--- config.mk ---
export PLATFORM = sky130hd
export DESIGN_NAME = mul_ctrl_flat
export DESIGN_NICKNAME = d
export VERILOG_FILES = /design/src/rtl/mul_ctrl_if.sv /design/src/rtl/mul_ctrl.sv /design/src/flat_wrapper.sv
export SDC_FILE = /design/constraint.sdc
export NUM_CORES = 1
export LEC_CHECK = 0
export ABC_AREA = 1
export ABC_CLOCK_PERIOD_IN_PS = 1500
export CAP_MARGIN = 15
export CORE_AREA = 2 2 39 41
export CTS_CLUSTER_SIZE = 25
export DETAILED_ROUTE_END_ITERATION = 10
export DIE_AREA = 0 0 41 43
export PLACE_DENSITY = 0.57
export RECOVER_POWER = 25
export SLEW_MARGIN = 0
export SYNTH_ARGS = -nofsm -noshare
export SYNTH_HDL_FRONTEND = slang
export SYNTH_SLANG_ARGS = --single-unit
--- constraint.sdc ---
create_clock -name clk -period 1.5 [get_ports clk]
set_clock_uncertainty 0.05 [all_clocks]
set_input_delay 0.225 -clock clk [delete_from_list [all_inputs] [get_ports clk]]
set_output_delay 0.225 -clock clk [all_outputs]
set_load 0.01 [all_outputs]
--- src/rtl/mul_ctrl_if.sv ---
// mul_ctrl_if: stream handshakes and datapath control lines between the
// multiplier controller (slave side) and its surroundings (master side).
interface mul_ctrl_if;
    logic istream_val, istream_rdy, ostream_val, ostream_rdy, b_lsb;
    logic a_mux_sel, b_mux_sel, r_mux_sel, add_mux_sel, r_en, busy;
    modport slave (
        input  istream_val, ostream_rdy, b_lsb,
        output istream_rdy, ostream_val, a_mux_sel, b_mux_sel, r_mux_sel, add_mux_sel, r_en, busy
    );
    modport master (
        output istream_val, ostream_rdy, b_lsb,
        input  istream_rdy, ostream_val, a_mux_sel, b_mux_sel, r_mux_sel, add_mux_sel, r_en, busy
    );
endinterface

--- src/rtl/mul_ctrl.sv ---
// mul_ctrl: sequences the shift-and-add datapath for NBITS iterations per
// operand pair, then holds the product until the consumer takes it.
module mul_ctrl #(
    parameter int NBITS = 32
) (
    input  logic       clk,
    input  logic       rst,
    mul_ctrl_if.slave  io
);
    localparam int CNT_W = $clog2(NBITS);
    localparam logic [CNT_W-1:0] LAST = CNT_W'(NBITS - 1);

    typedef enum logic [1:0] {IDLE = 2'd0, CALC = 2'd1, DONE = 2'd2} state_t;

    state_t           state_q, state_d;
    logic [CNT_W-1:0] cnt_q, cnt_d;

    always_ff @(posedge clk or negedge rst) begin
        if (!rst) begin
            state_q <= IDLE;
            cnt_q   <= '0;
        end else begin
            state_q <= state_d;
            cnt_q   <= cnt_d;
        end
    end

    // IDLE values are the defaults; the 2'b11 encoding falls back to them
    always_comb begin
        state_d        = IDLE;
        cnt_d          = '0;
        io.istream_rdy = 1'b1;
        io.ostream_val = 1'b0;
        io.busy        = 1'b0;
        io.a_mux_sel   = 1'b0;
        io.b_mux_sel   = 1'b0;
        io.r_mux_sel   = 1'b0;
        io.add_mux_sel = 1'b0;
        io.r_en        = 1'b1;
        case (state_q)
            IDLE: state_d = io.istream_val ? CALC : IDLE;
            CALC: begin
                io.istream_rdy = 1'b0;
                io.busy        = 1'b1;
                io.a_mux_sel   = 1'b1;
                io.b_mux_sel   = 1'b1;
                io.r_mux_sel   = 1'b1;
                io.add_mux_sel = io.b_lsb;
                state_d        = (cnt_q == LAST) ? DONE : CALC;
                cnt_d          = (cnt_q == LAST) ? '0 : cnt_q + CNT_W'(1);
            end
            DONE: begin
                io.istream_rdy = 1'b0;
                io.ostream_val = 1'b1;
                io.busy        = 1'b1;
                io.a_mux_sel   = 1'b1;
                io.b_mux_sel   = 1'b1;
                io.r_mux_sel   = 1'b1;
                io.r_en        = 1'b0;
                state_d        = io.ostream_rdy ? IDLE : DONE;
            end
            default: state_d = IDLE;
        endcase
    end
endmodule

--- src/flat_wrapper.sv ---
// flat-port wrapper written by rule: the top's interface ports become plain ports
module mul_ctrl_flat 
#(
    parameter int NBITS = 32
)
  (clk, rst, io_istream_val, io_ostream_rdy, io_b_lsb, io_istream_rdy, io_ostream_val, io_a_mux_sel, io_b_mux_sel, io_r_mux_sel, io_add_mux_sel, io_r_en, io_busy);
  mul_ctrl_if io_i ();
  input  logic clk;
  input  logic rst;
  input wire logic [$bits(io_i.istream_val)-1:0] io_istream_val;
  input wire logic [$bits(io_i.ostream_rdy)-1:0] io_ostream_rdy;
  input wire logic [$bits(io_i.b_lsb)-1:0] io_b_lsb;
  output wire logic [$bits(io_i.istream_rdy)-1:0] io_istream_rdy;
  output wire logic [$bits(io_i.ostream_val)-1:0] io_ostream_val;
  output wire logic [$bits(io_i.a_mux_sel)-1:0] io_a_mux_sel;
  output wire logic [$bits(io_i.b_mux_sel)-1:0] io_b_mux_sel;
  output wire logic [$bits(io_i.r_mux_sel)-1:0] io_r_mux_sel;
  output wire logic [$bits(io_i.add_mux_sel)-1:0] io_add_mux_sel;
  output wire logic [$bits(io_i.r_en)-1:0] io_r_en;
  output wire logic [$bits(io_i.busy)-1:0] io_busy;
  assign io_i.istream_val = io_istream_val;
  assign io_i.ostream_rdy = io_ostream_rdy;
  assign io_i.b_lsb = io_b_lsb;
  assign io_istream_rdy = io_i.istream_rdy;
  assign io_ostream_val = io_i.ostream_val;
  assign io_a_mux_sel = io_i.a_mux_sel;
  assign io_b_mux_sel = io_i.b_mux_sel;
  assign io_r_mux_sel = io_i.r_mux_sel;
  assign io_add_mux_sel = io_i.add_mux_sel;
  assign io_r_en = io_i.r_en;
  assign io_busy = io_i.busy;
  mul_ctrl #(.NBITS(NBITS)) u_core (.clk(clk), .rst(rst), .io(io_i));
endmodule
==> flow_summary.json <==
{
  "std_cell_rows": 14,
  "cts-root-buf": "clkbuf_4",
  "worstPathRequired_ns": 1.22,
  "placedCellCount": 74,
  "gp_congestion": 0.681,
  "route.vias.total": 341,
  "leakagePower_nw": 0.330,
  "rsz0062_at_grt": "yes",
  "final.setup.worst_slack_ns": 0.0148,
  "syn-cell-area_um2": 403,
  "first_pass_iters": 4,
  "vias_per_cell": 4.16,
  "ios": 13,
  "area_growth_pct": 47.5,
  "layout_common_cells": "9 x nand2_1, 7 x nor2_1, 7 x buf_4, 7 x dfrtp_1",
  "tightest_slew_ns": 0.346,
  "slew_violations": 0,
  "grt_max_degree": 8,
  "grt_overflow": 0,
  "final-setup-viol-count": 0,
  "fin_crit_sh_pct": 99.0,
  "ant_nets": 0,
  "drtIter0Drc": 6,
  "grt_pass1_wl_um": 1350,
  "start_kind": "register",
  "final_common_cell": "nand2_1",
  "path_class": "reg2out",
  "syn_inst": 46,
  "synth_area_leader_cell": "dfrtp_1",
  "multiInputGateArea_um2": 195,
  "worst_slew_margin_rel_pct": 76.8,
  "clock_latency_ns": 0.26,
  "cts_sinks": 7,
  "hold_path_class": "in2async",
  "grt_pass1_vias": 330,
  "antenna_found_initial": 0,
  "io_buffers": 12,
  "ys_warn_count": 0,
  "arrival_ns": 1.21,
  "seq_area_um2": 175,
  "antennaDiodeCount": 0,
  "synth_seq_area_share_pct": 43.5,
  "clk_path_buf_depth": 2,
  "start_util_pct": 29.1,
  "core_area_um2": 1380,
  "fin_nets": 78,
  "fillers": 142,
  "path_clk_slew_ns": 0.05,
  "status": "finished clean",
  "drt-total-wl_um": 803,
  "synth.area.top_cells": "dfrtp_1 43%, ha_1 19%, nand2_1 8.4%, inv_1 6.5%, nor2_1 6.5%",
  "die_area_um2": 1760,
  "grt_use_total_pct": 13.1,
  "synth-seq-cells": 7,
  "hold_viol": 0,
  "maxCapViolCount": 0,
  "die_y_um": 43,
  "path_max_fanout": 5,
  "routedWlPerCell_um": 9.79,
  "post-dp-hpwl_um": 577,
  "holdWs_ns": 0.258,
  "synth_top_area_share_pct": 43.5,
  "cts_tree": "yes",
  "syn_nets": 57,
  "syn_area_per_cell_um2": 8.76,
  "drive_gt1_share_pct": 39.4,
  "p_per_area_nw_per_um2": 1650,
  "pre_cts_ws_ns": -0.148,
  "end_kind": "primary output",
  "cts_buffers": 3,
  "drc": 0,
  "h-tree-depth": 1,
  "yosysUniqueCellTypes": 12,
  "max_freq_mhz": 673,
  "peakVddDrop_mv": 0.706,
  "period_needed_ns": 1.49,
  "die_x_um": 41,
  "layout.cells.non_filler": 82
}
-- state kept, by name, indices dropped and copies added (netlist names) --
| signal | count |
|---|---|
| u_core.cnt_q | 5 |
| u_core.state_q | 2 |
-- layout make-up --
| class | count | area share (%) |
|---|---|---|
| Tap cell | 16 | 3.37 |
| Timing Repair Buffer | 19 | 23.2 |
| Sequential cell | 7 | 29.5 |
| Clock buffer | 4 | 4.42 |
| Multi-Input combinational cell | 26 | 32.8 |
| Inverter | 10 | 6.74 |
-- path summary, 6_finish.rpt --
kind                                        startpoint                          end  slack (ns)  cells after the start
max reg2reg                  u_core.cnt_q[0]$_DFF_PN0_  u_core.state_q[0]$_DFF_PN0_        0.11                      7
min reg2reg                  u_core.cnt_q[0]$_DFF_PN0_    u_core.cnt_q[0]$_DFF_PN0_        0.41                      1
max                        u_core.state_q[0]$_DFF_PN0_               io_istream_rdy        0.01                      5
min                                                rst    u_core.cnt_q[0]$_DFF_PN0_        0.26                      1
min in group clk             u_core.cnt_q[0]$_DFF_PN0_    u_core.cnt_q[0]$_DFF_PN0_        0.41                      1
max in group asynchronous                          rst    u_core.cnt_q[4]$_DFF_PN0_        0.89                      1
-- power by group --
group | internal, W | switching [W] | total [W]
logic | 0.000239 | 0.000258 | 0.000498
clock network | 0.000102 | 0.0000737 | 0.000175
registers | 0.000266 | 0.0000406 | 0.000307
total | 0.000607 | 0.000373 | 0.000980
-- worst max-delay path: stages (launching register included) --
cell and delay [ns]:
dfrtp_1 0.35, inv_2 0.05, buf_4 0.13, ha_4 0.27
inv_1 0.04, clkbuf_2 0.11
-- cell families (layout without fill, tap and decap cells) --
| kind of cell | Yosys count | count (layout) | synth area share [%] |
|---|---|---|---|
| and+or+nand+nor | 18 | 18 | 18.9 |
| buffers and inverters | 13 | 33 | 14.9 |
| DFF | 7 | 7 | 43.5 |
| adders and majority gates | 6 | 6 | 18.6 |
| AOI/OAI and AO/OA | 2 | 2 | 4.04 |
-- per-stage QoR --
stage	total power (W)	cell area [um^2]	utilization, %	setup TNS (ns)
floorplan	0.000627	403	-	0
global placement	0.000778	543	39.2	-0.574
detailed placement	0.000789	543	39.2	-0.690
CTS	0.000992	612	44.2	-0.452
global route	0.00109	594	42.9	-0.0390
finish	0.000980	594	42.9	0
-- cells in the mapped netlist --
master	n
buf_4	3
inv_2	2
o21a_1	1
nor2_1	7
nor2_4	1
clkinv_1	1
dfrtp_1	7
nand2_1	9
a21oi_2	1
ha_1	6
nand3_1	1
inv_1	7
-- per-layer routing --
layer,up-vias,track usage (%),routed length [um]
met1,150,10.8,298
met5,-,0,0
li1,174,-,-
met4,0,12.0,33
met2,13,20.0,403
met3,4,7.85,67
-- what timing repair did --
item                       CTS  global route
setup endpoints to repair    8             9
setup buffers                3             1
resized for setup           21            14
hold buffers                 0             0
pin swaps                    0             1
(Power assumes the default switching activity.)
